==> src/rtl/cpu_pkg.sv <==
// Shared CPU definitions: datapath widths, fetch FSM states and program label addresses.
package cpu_pkg;

  localparam int PC_W    = 8;
  localparam int INSTR_W = 32;

  typedef enum logic [1:0] {
    IDLE  = 2'd0,
    FETCH = 2'd1,
    HOLD  = 2'd2,
    HALT  = 2'd3
  } fetch_state_t;

  localparam logic [PC_W-1:0] MAIN    = 8'd4;
  localparam logic [PC_W-1:0] LOOP    = 8'd16;
  localparam logic [PC_W-1:0] SUMA    = 8'd56;
  localparam logic [PC_W-1:0] SUMAAUX = 8'd80;
  localparam logic [PC_W-1:0] DONE    = 8'd112;
  localparam logic [PC_W-1:0] EXIT    = 8'd128;

endpackage

==> src/rtl/fetch_pc_unit_pc_next_sel.sv <==
// Next-PC select: sequential +4 (wrapping) or word-aligned jump target.
module pc_next_sel #(
  parameter int PC_W = 8
) (
  input  logic [PC_W-1:0] instr_pc,
  input  logic            senable,
  input  logic [PC_W-1:0] pc_salto,
  output logic [PC_W-1:0] next_pc
);

  logic [PC_W-1:0] w_seq_pc;
  logic [PC_W-1:0] w_jump_pc;

  // Sum is truncated to PC_W bits, so the PC wraps modulo 2^PC_W.
  assign w_seq_pc  = instr_pc + PC_W'(4);
  assign w_jump_pc = {pc_salto[PC_W-1:2], 2'b00};
  assign next_pc   = senable ? w_jump_pc : w_seq_pc;

endmodule

==> src/rtl/fetch_pc_unit.sv <==
// Fetch stage: holds the PC, fetches one word per req/ack handshake and holds it for the decoder.
module fetch_pc_unit
  import cpu_pkg::*;
#(
  parameter int              N          = INSTR_W,
  parameter int              PC_W       = cpu_pkg::PC_W,
  parameter logic [PC_W-1:0] RESET_ADDR = '0,
  parameter logic [PC_W-1:0] EXIT_ADDR  = PC_W'(128)
) (
  input  logic            clk,
  input  logic            rst_n,
  input  logic            senable,
  input  logic [PC_W-1:0] pc_salto,
  input  logic            stall,
  output logic            imem_req,
  output logic [PC_W-1:0] imem_addr,
  input  logic            imem_ack,
  input  logic [N-1:0]    imem_data,
  output logic [N-1:0]    instruccion,
  output logic            instr_valid,
  output logic [PC_W-1:0] instr_pc,
  output logic [PC_W-1:0] pc,
  output logic            halted,
  output fetch_state_t    o_dbg_state
);

  // Handshake: imem_req stays high in FETCH until a rising edge samples imem_ack=1;
  // that edge captures imem_data. ack may coincide with the first req cycle.
  fetch_state_t    r_state;
  logic [PC_W-1:0] r_pc;
  logic [PC_W-1:0] r_instr_pc;
  logic [N-1:0]    r_instr;
  logic            r_valid;
  logic            r_halted;
  logic [PC_W-1:0] w_next_pc;

  pc_next_sel #(.PC_W(PC_W)) u_pc_next_sel (
    .instr_pc (r_instr_pc),
    .senable  (senable),
    .pc_salto (pc_salto),
    .next_pc  (w_next_pc)
  );

  always_ff @(posedge clk or negedge rst_n) begin
    if (!rst_n) begin
      r_state    <= IDLE;
      r_pc       <= RESET_ADDR;
      r_instr_pc <= '0;
      r_instr    <= '0;
      r_valid    <= 1'b0;
      r_halted   <= 1'b0;
    end else begin
      case (r_state)
        IDLE: r_state <= FETCH;
        FETCH: begin
          if (imem_ack) begin
            r_instr    <= imem_data;
            r_instr_pc <= r_pc;
            r_valid    <= 1'b1;
            r_state    <= HOLD;
          end
        end
        HOLD: begin
          // A stalled instruction is not consumed, so the decoder result is ignored.
          if (!stall) begin
            r_valid <= 1'b0;
            r_pc    <= w_next_pc;
            if (w_next_pc == EXIT_ADDR) begin
              r_state  <= HALT;
              r_halted <= 1'b1;
            end else begin
              r_state <= FETCH;
            end
          end
        end
        HALT: begin
          r_valid  <= 1'b0;
          r_halted <= 1'b1;
        end
        default: r_state <= IDLE;
      endcase
    end
  end

  assign imem_req    = (r_state == FETCH);
  assign imem_addr   = r_pc;
  assign pc          = r_pc;
  assign instruccion = r_instr;
  assign instr_valid = r_valid;
  assign instr_pc    = r_instr_pc;
  assign halted      = r_halted;
  assign o_dbg_state = r_state;

endmodule

==> config.mk <==
export PLATFORM = sky130hd
export DESIGN_NAME = fetch_pc_unit
export DESIGN_NICKNAME = d
export VERILOG_FILES = /design/src/rtl/cpu_pkg.sv /design/src/rtl/fetch_pc_unit_pc_next_sel.sv /design/src/rtl/fetch_pc_unit.sv
export SDC_FILE = /design/constraint.sdc
export NUM_CORES = 1
export LEC_CHECK = 0
export ABC_AREA = 1
export ABC_CLOCK_PERIOD_IN_PS = 3050
export BUFFER_PORTS_ARGS = -buffer_cell sky130_fd_sc_hd__buf_4
export CORE_ASPECT_RATIO = 1.1
export CORE_UTILIZATION = 52
export CTS_BUF_LIST = sky130_fd_sc_hd__clkbuf_8
export DETAILED_ROUTE_END_ITERATION = 12
export GPL_TIMING_DRIVEN = 0
export PLACE_DENSITY = 0.88
export SLEW_MARGIN = 10
export SYNTH_ARGS = -nofsm -noshare
export SYNTH_HDL_FRONTEND = slang
export SYNTH_SLANG_ARGS = --single-unit
==> constraint.sdc <==
create_clock -name clk -period 3.05 [get_ports clk]
set_clock_uncertainty 0.1 [all_clocks]
set_input_delay 0 -clock clk [delete_from_list [all_inputs] [get_ports clk]]
set_output_delay 0 -clock clk [all_outputs]
set_load 0.05 [all_outputs]
==> results_dict.tcl, run 1 <==
set metrics [dict create \
    status "complete, but fails checks" \
    violations "negative hold slack" \
    rows 25 \
    io_buffers 103 \
    drive_gt1_share_pct 39.0 \
    cts_tree "done" \
    dpl.cell_count 367 \
    grtUsageMet2_pct 55.1 \
    r2r_cells 6 \
    r2r_slack_ns 0.96 \
    rr_endpoint "instruccion[27]" \
    syn_avg_cell_area_sq_um 11.0 \
    dieArea_sq_um 4730 \
    setup_slack_ns 0.962 \
    antenna_left 0 \
    critical_path.top_delay_family "buffers and inverters" \
    whs_ns -0.00331 \
    htree_levels 2 \
    syn-cell-area_sq_um 2320 \
    crit_fanout 10 \
    startpoint "o_dbg_state[1]" \
    num_vias 2082 \
    critPathCaptureType "flip-flop" \
    max_slew_margin_pct 56.8 \
    yosys.area.top_type "dfrtp_1" \
    tightest_slew_ns 0.647 \
    criticalPathCategory "reg2reg" \
    synth_cells 210 \
    die_w_microns 65.6 \
    finalMaxSlewViolations 0 \
    cts_buffer_depth 2 \
    synth_mux_area_share_pct 16.0 \
    gr-usage-met1_pct 32.5 \
    synth_edf_count 0 \
    cpMostUsedCell "buf_2" \
    cts-root-buf "clkbuf_8" \
    grt.overflow.total 0 \
    initial_core_util_pct 54.0 \
    path_buf_inv 3 \
    preCtsSetupSlack_ns 1.03 \
    grt_util_met3_pct 8.02 \
    grt_max_degree 53 \
    ys_ff_latch 52 \
    min_period_ns 2.09 \
    ys_seq_area_share_pct 56.2 \
    synth.distinct_cells 26 \
    die_h_microns 72.0 \
    clkTransAtPathRegs_ns 0.09 \
    num_io_pins 106 \
    cp_cell_sequence "inv_1 > ha_1 > nand2_1 > buf_2 > buf_2 > mux2_1" \
    async_reset_ff_share_pct 100 \
    synth_compound_area_share_pct 5.13 \
    dpl.hpwl_microns 3910 \
    period_share_pct 68.5 \
    fin_nets 411 \
    rsz0062_at_grt "false" \
    grt_util_all_layers_pct 30.4 \
    synth.top_cells.by_area "dfrtp_1, mux2_1, nand2_1" \
    antennaDiodeCount 0 \
    syn_nets 262 \
    endpoint "instruccion[27]" \
    r2r_start "o_dbg_state[1]" \
    grt_pass1_vias 2195 \
    max_cap_violations 0 \
    hold_viol_final 1 \
    cp_data_required_time_ns 3.13 \
    yosys.area_share.simple_pct 11.7 \
    clk_latency_ns 0.30 \
    grt_pass1_wl_microns 10600 \
    slowest_delay_ns 0.48 \
    vias_per_cell 5.04 \
    cts_buffers 5 \
    critPathSlowestCell "dfrtp_1" \
    min_path_type "in2reg" \
    final_cells 413 \
    synthXorXnorAreaFrac_pct 0 \
    drt-total-wl_microns 6540 \
    drtIter0Drc 99 \
    yosys_warnings 0 \
    synth_top_area_share_pct 56.2 \
    crit_path_start_kind "flip-flop" \
    core_area_sq_um 4290 \
    antenna_found_initial 0 \
    wl_per_cell_microns 15.8 \
    place.gp.congestion 0.814 \
    max_freq_mhz 479 \
    cts.sinks 52 \
    tns_ns 0 \
    drc 0 \
    synth_top_family_by_area "multiplexers" \
    cts_setup_buffers 0 \
    syn2layout_area_growth_pct 58.7 \
    grt_busiest_layer "met2" \
    setup_viol_count_final 0 \
    crit_arrival_ns 2.17 \
    cp.depth 6 \
    synth-adder-area-share_pct 3.78 \
    yosys_most_used_dff "dfrtp_1" \
    firstDrtPassIters 4 \
]
[registers in the layout, summed over array words and instances, names as in the netlist]
register and cells:
instr_pc 8, halted 1, imem_addr 8, o_dbg_state 2, instr_valid 1, instruccion 32
[cells in the final DEF (no fill, tap or decap)]
cell type      count
buf_4            111
dfrtp_1           52
dlygate4sd3_1     39
nand2_1           38
mux2_1            23
inv_1             13
mux2_2            10
nand3_1            9
o21ai_0            8
nor2_1             8
o21ai_1            8
ha_1               7
clkbuf_8           5
buf_2              4
inv_2              4
a21oi_1            3
nand3b_1           2
nand4_1            2
clkbuf_1           2
bufinv_16          2
or2_1              1
buf_6              1
or2_0              1
o21bai_1           1
nand2_2            1
clkinv_1           1
nor2_2             1
a21oi_2            1
o31ai_1            1
[tightest hold or removal path, delay by kind of cell]
family                 cells  cell delay, ns
AOI/OAI and AO/OA          1            0.11
and+or+nand+nor            2            0.17
buffers and inverters      1            0.08
[cells by family (layout without fill, tap and decap cells)]
kind of cell,after synthesis,after routing
buffers and inverters,33,182
and+or+nand+nor,63,63
adders and majority gates,7,7
DFF,52,52
muxes,33,33
AOI/OAI and AO/OA,22,22
[timing repair]
action                                 CTS  global route
endpoints found under the hold margin   91             0
resized for setup                        0             0
setup endpoints to repair                0             0
hold buffers                            39             0
[stage by stage]
step / instance area (sq um) / util, %
2_1_floorplan: 2320 / -
3_3_place_gp: 3160 / 73.7
3_5_place_dp: 3160 / 73.7
4_1_cts: 3680 / 85.8
5_1_grt: 3680 / 85.8
6_report: 3680 / 85.8
[cell type report]
| class | count | area [sq um] |
|---|---|---|
| Sequential cell | 52 | 1300 |
| Buffer | 15 | 98.8 |
| Clock buffer | 5 | 68.8 |
| Multi-Input combinational cell | 125 | 848 |
| Inverter | 18 | 67.6 |
| Tap cell | 54 | 67.6 |
| Clock inverter | 2 | 60.1 |
| Timing Repair Buffer | 142 | 1160 |
| Fill cell | 232 | 609 |
[cell usage after synthesis, types with 3 or more instances]
| cell type | count |
|---|---|
| a21oi_1 | 3 |
| buf_2 | 4 |
| buf_4 | 8 |
| dfrtp_1 | 52 |
| ha_1 | 7 |
| inv_1 | 13 |
| inv_2 | 4 |
| mux2_1 | 23 |
| mux2_2 | 10 |
| nand2_1 | 38 |
| nand3_1 | 9 |
| nor2_1 | 8 |
| o21ai_0 | 8 |
| o21ai_1 | 8 |
[worst min path at each step]
stage / start / end / cells after the start
global placement: rst_n / o_dbg_state[0] / 1
floorplan: rst_n / halted / 0
global route: pc_salto[6] / imem_addr[6] / 4
detailed placement: rst_n / o_dbg_state[0] / 1
finish: pc_salto[6] / imem_addr[6] / 4
CTS: pc_salto[6] / imem_addr[6] / 4
[routing by layer]
metal / up-vias / share of wire (%)
met3: 22 / 7.1
met1: 981 / 35
met4: 0 / 3.9
li1: 977 / -
met2: 102 / 54
met5: - / 0
Power of run 1 is not shown: default switching activity piles up to over one toggle a cycle in this logic, so the estimate is an artifact.
==> run 2: changes to the inputs <==
--- a/config.mk
+++ b/config.mk
@@ -6,14 +6,14 @@
 export NUM_CORES = 1
 export LEC_CHECK = 0
 export ABC_AREA = 1
-export ABC_CLOCK_PERIOD_IN_PS = 3050
+export ABC_CLOCK_PERIOD_IN_PS = 2100
 export BUFFER_PORTS_ARGS = -buffer_cell sky130_fd_sc_hd__buf_4
 export CORE_ASPECT_RATIO = 1.1
-export CORE_UTILIZATION = 52
+export CORE_UTILIZATION = 48
 export CTS_BUF_LIST = sky130_fd_sc_hd__clkbuf_8
 export DETAILED_ROUTE_END_ITERATION = 12
 export GPL_TIMING_DRIVEN = 0
-export PLACE_DENSITY = 0.88
+export PLACE_DENSITY = 0.82
 export SLEW_MARGIN = 10
 export SYNTH_ARGS = -nofsm -noshare
 export SYNTH_HDL_FRONTEND = slang
==> constraint.sdc (replaced) <==
create_clock -name clk -period 2.1 [get_ports clk]
set_clock_uncertainty 0.1 [all_clocks]
set_input_delay 0 -clock clk [delete_from_list [all_inputs] [get_ports clk]]
set_output_delay 0 -clock clk [all_outputs]
set_load 0.05 [all_outputs]
==> results_dict.tcl, run 2 (synthesis gave the netlist of run 1 again) <==
set metrics [dict create \
    num-fill-cells 296 \
    clkTransAtPathRegs_ns 0.09 \
    core_area_sq_um 4650 \
    crit_path_start_kind "flip-flop" \
    dieArea_sq_um 5110 \
    max_cap_violations 0 \
    cts_buffer_depth 2 \
    num_vias 2048 \
    grt_pass1_vias 2108 \
    cts_setup_buffers 0 \
    antennaDiodeCount 0 \
    cts-resized-gates 0 \
    cts_buffers 5 \
    crit_arrival_ns 2.01 \
    tightest_slew_ns 0.641 \
    layout_commonest_cell "buf_4" \
    grt_pass1_wl_microns 9700 \
    drive_gt1_share_pct 39.6 \
    layout_common_cells "buf_4, dfrtp_1, dlygate4sd3_1, nand2_1, mux2_1" \
    whs_ns 0.0454 \
    cp_data_required_time_ns 2.18 \
    htree_levels 2 \
    rsz0062_at_grt "false" \
    die_w_microns 68.2 \
    cts.sinks 52 \
    vias_per_cell 4.91 \
    dpl_cell_area_sq_um 3160 \
    firstDrtPassIters 4 \
    io_buffers 103 \
    drtIter0Drc 149 \
    cts-root-buf "clkbuf_8" \
    met2_length_microns 3240 \
    crit_fanout 10 \
    max_slew_margin_pct 57.3 \
    hold_viol_final 0 \
    antenna_found_initial 0 \
    min_period_ns 1.93 \
    syn2layout_area_growth_pct 58.7 \
    largest_reg_flops 32 \
    stdcell_area_sq_um 3680 \
    dpl.hpwl_microns 3800 \
    wl_per_cell_microns 14.3 \
    grt.overflow.total 0 \
    max_freq_mhz 517 \
    clk_latency_ns 0.30 \
    cts_tree "done" \
    period_share_pct 92.0 \
    tns_ns 0 \
    dpl.cell_count 369 \
    rows 26 \
    status "finished clean" \
    wl_met3_microns 294 \
    place.gp.congestion 0.774 \
    finalMaxSlewViolations 0 \
    grt_util_all_layers_pct 26.8 \
    antenna_left 0 \
    final_cells 417 \
    min_path_type "in2reg" \
    drc 0 \
    critPathCaptureType "flip-flop" \
    num_io_pins 106 \
    drt-total-wl_microns 5970 \
    die_h_microns 74.9 \
    grt_max_degree 53 \
    highest_layer "met4" \
    initial_core_util_pct 49.8 \
    fin_nets 412 \
    setup_viol_count_final 0 \
    criticalPathCategory "reg2reg" \
    met1Wirelength_microns 2160 \
]
==> run 2: cell count changes in the layout (fill, tap and decap cells not counted), sizes merged <==
cell / previous run / this run
bufinv: 2 / 1
dlygate4sd3: 39 / 40
inv: 17 / 19
==> run 2: metrics by stage <==
stage               util, %  setup slack (ns)
floorplan                 -            0.0638
detailed placement     68.0             0.208
finish                 79.0             0.168
CTS                    79.0             0.194
global placement       68.0             0.229
global route           79.0            0.0490
==> run 2: path summary, 6_finish.rpt <==
| path | startpoint | end | slack, ns | cells past startpoint |
|---|---|---|---|---|
| worst max-delay path | o_dbg_state[1] | instruccion[27] | 0.17 | 6 |
| worst min-delay path | imem_ack | instr_valid | 0.05 | 5 |
| worst max register to register | o_dbg_state[1] | instruccion[27] | 0.17 | 6 |
| worst min register to register | halted | halted | 0.39 | 2 |
| max in group asynchronous | rst_n | o_dbg_state[1] | 1.27 | 2 |
| min in group asynchronous | rst_n | instruccion[20] | 0.16 | 2 |
==> run 2: worst max-delay path, cell delays in order (launching register included) <==
cell	delay, ns
dfrtp_2	0.42
inv_1	0.09
ha_2	0.19
nand2_1	0.07
buf_2	0.25
buf_2	0.31
mux2_1	0.38
==> run 2: layout make-up <==
type,count,area [sq um],share of cell area (%)
Buffer,15,98.8,2.69
Clock buffer,5,68.8,1.87
Inverter,18,67.6,1.84
Timing Repair Buffer,143,1170,31.9
Multi-Input combinational cell,125,851,23.1
Sequential cell,52,1300,35.5
Tap cell,56,70.1,1.91
Clock inverter,3,42.5,1.16
==> run 2: timing repair <==
| action | in CTS | in global routing |
|---|---|---|
| endpoints found under the hold margin | 92 | 0 |
| hold buffers | 40 | 0 |
| setup endpoints to repair | 0 | 0 |
==> run 2: layer usage <==
| metal | track usage, % | up-vias |
|---|---|---|
| met2 | 49.6 | 76 |
| met3 | 4.85 | 23 |
| li1 | - | 982 |
| met1 | 27.7 | 967 |
| met5 | 0 | - |
| met4 | 15.5 | 0 |
Power of run 2 is left out for the same reason.
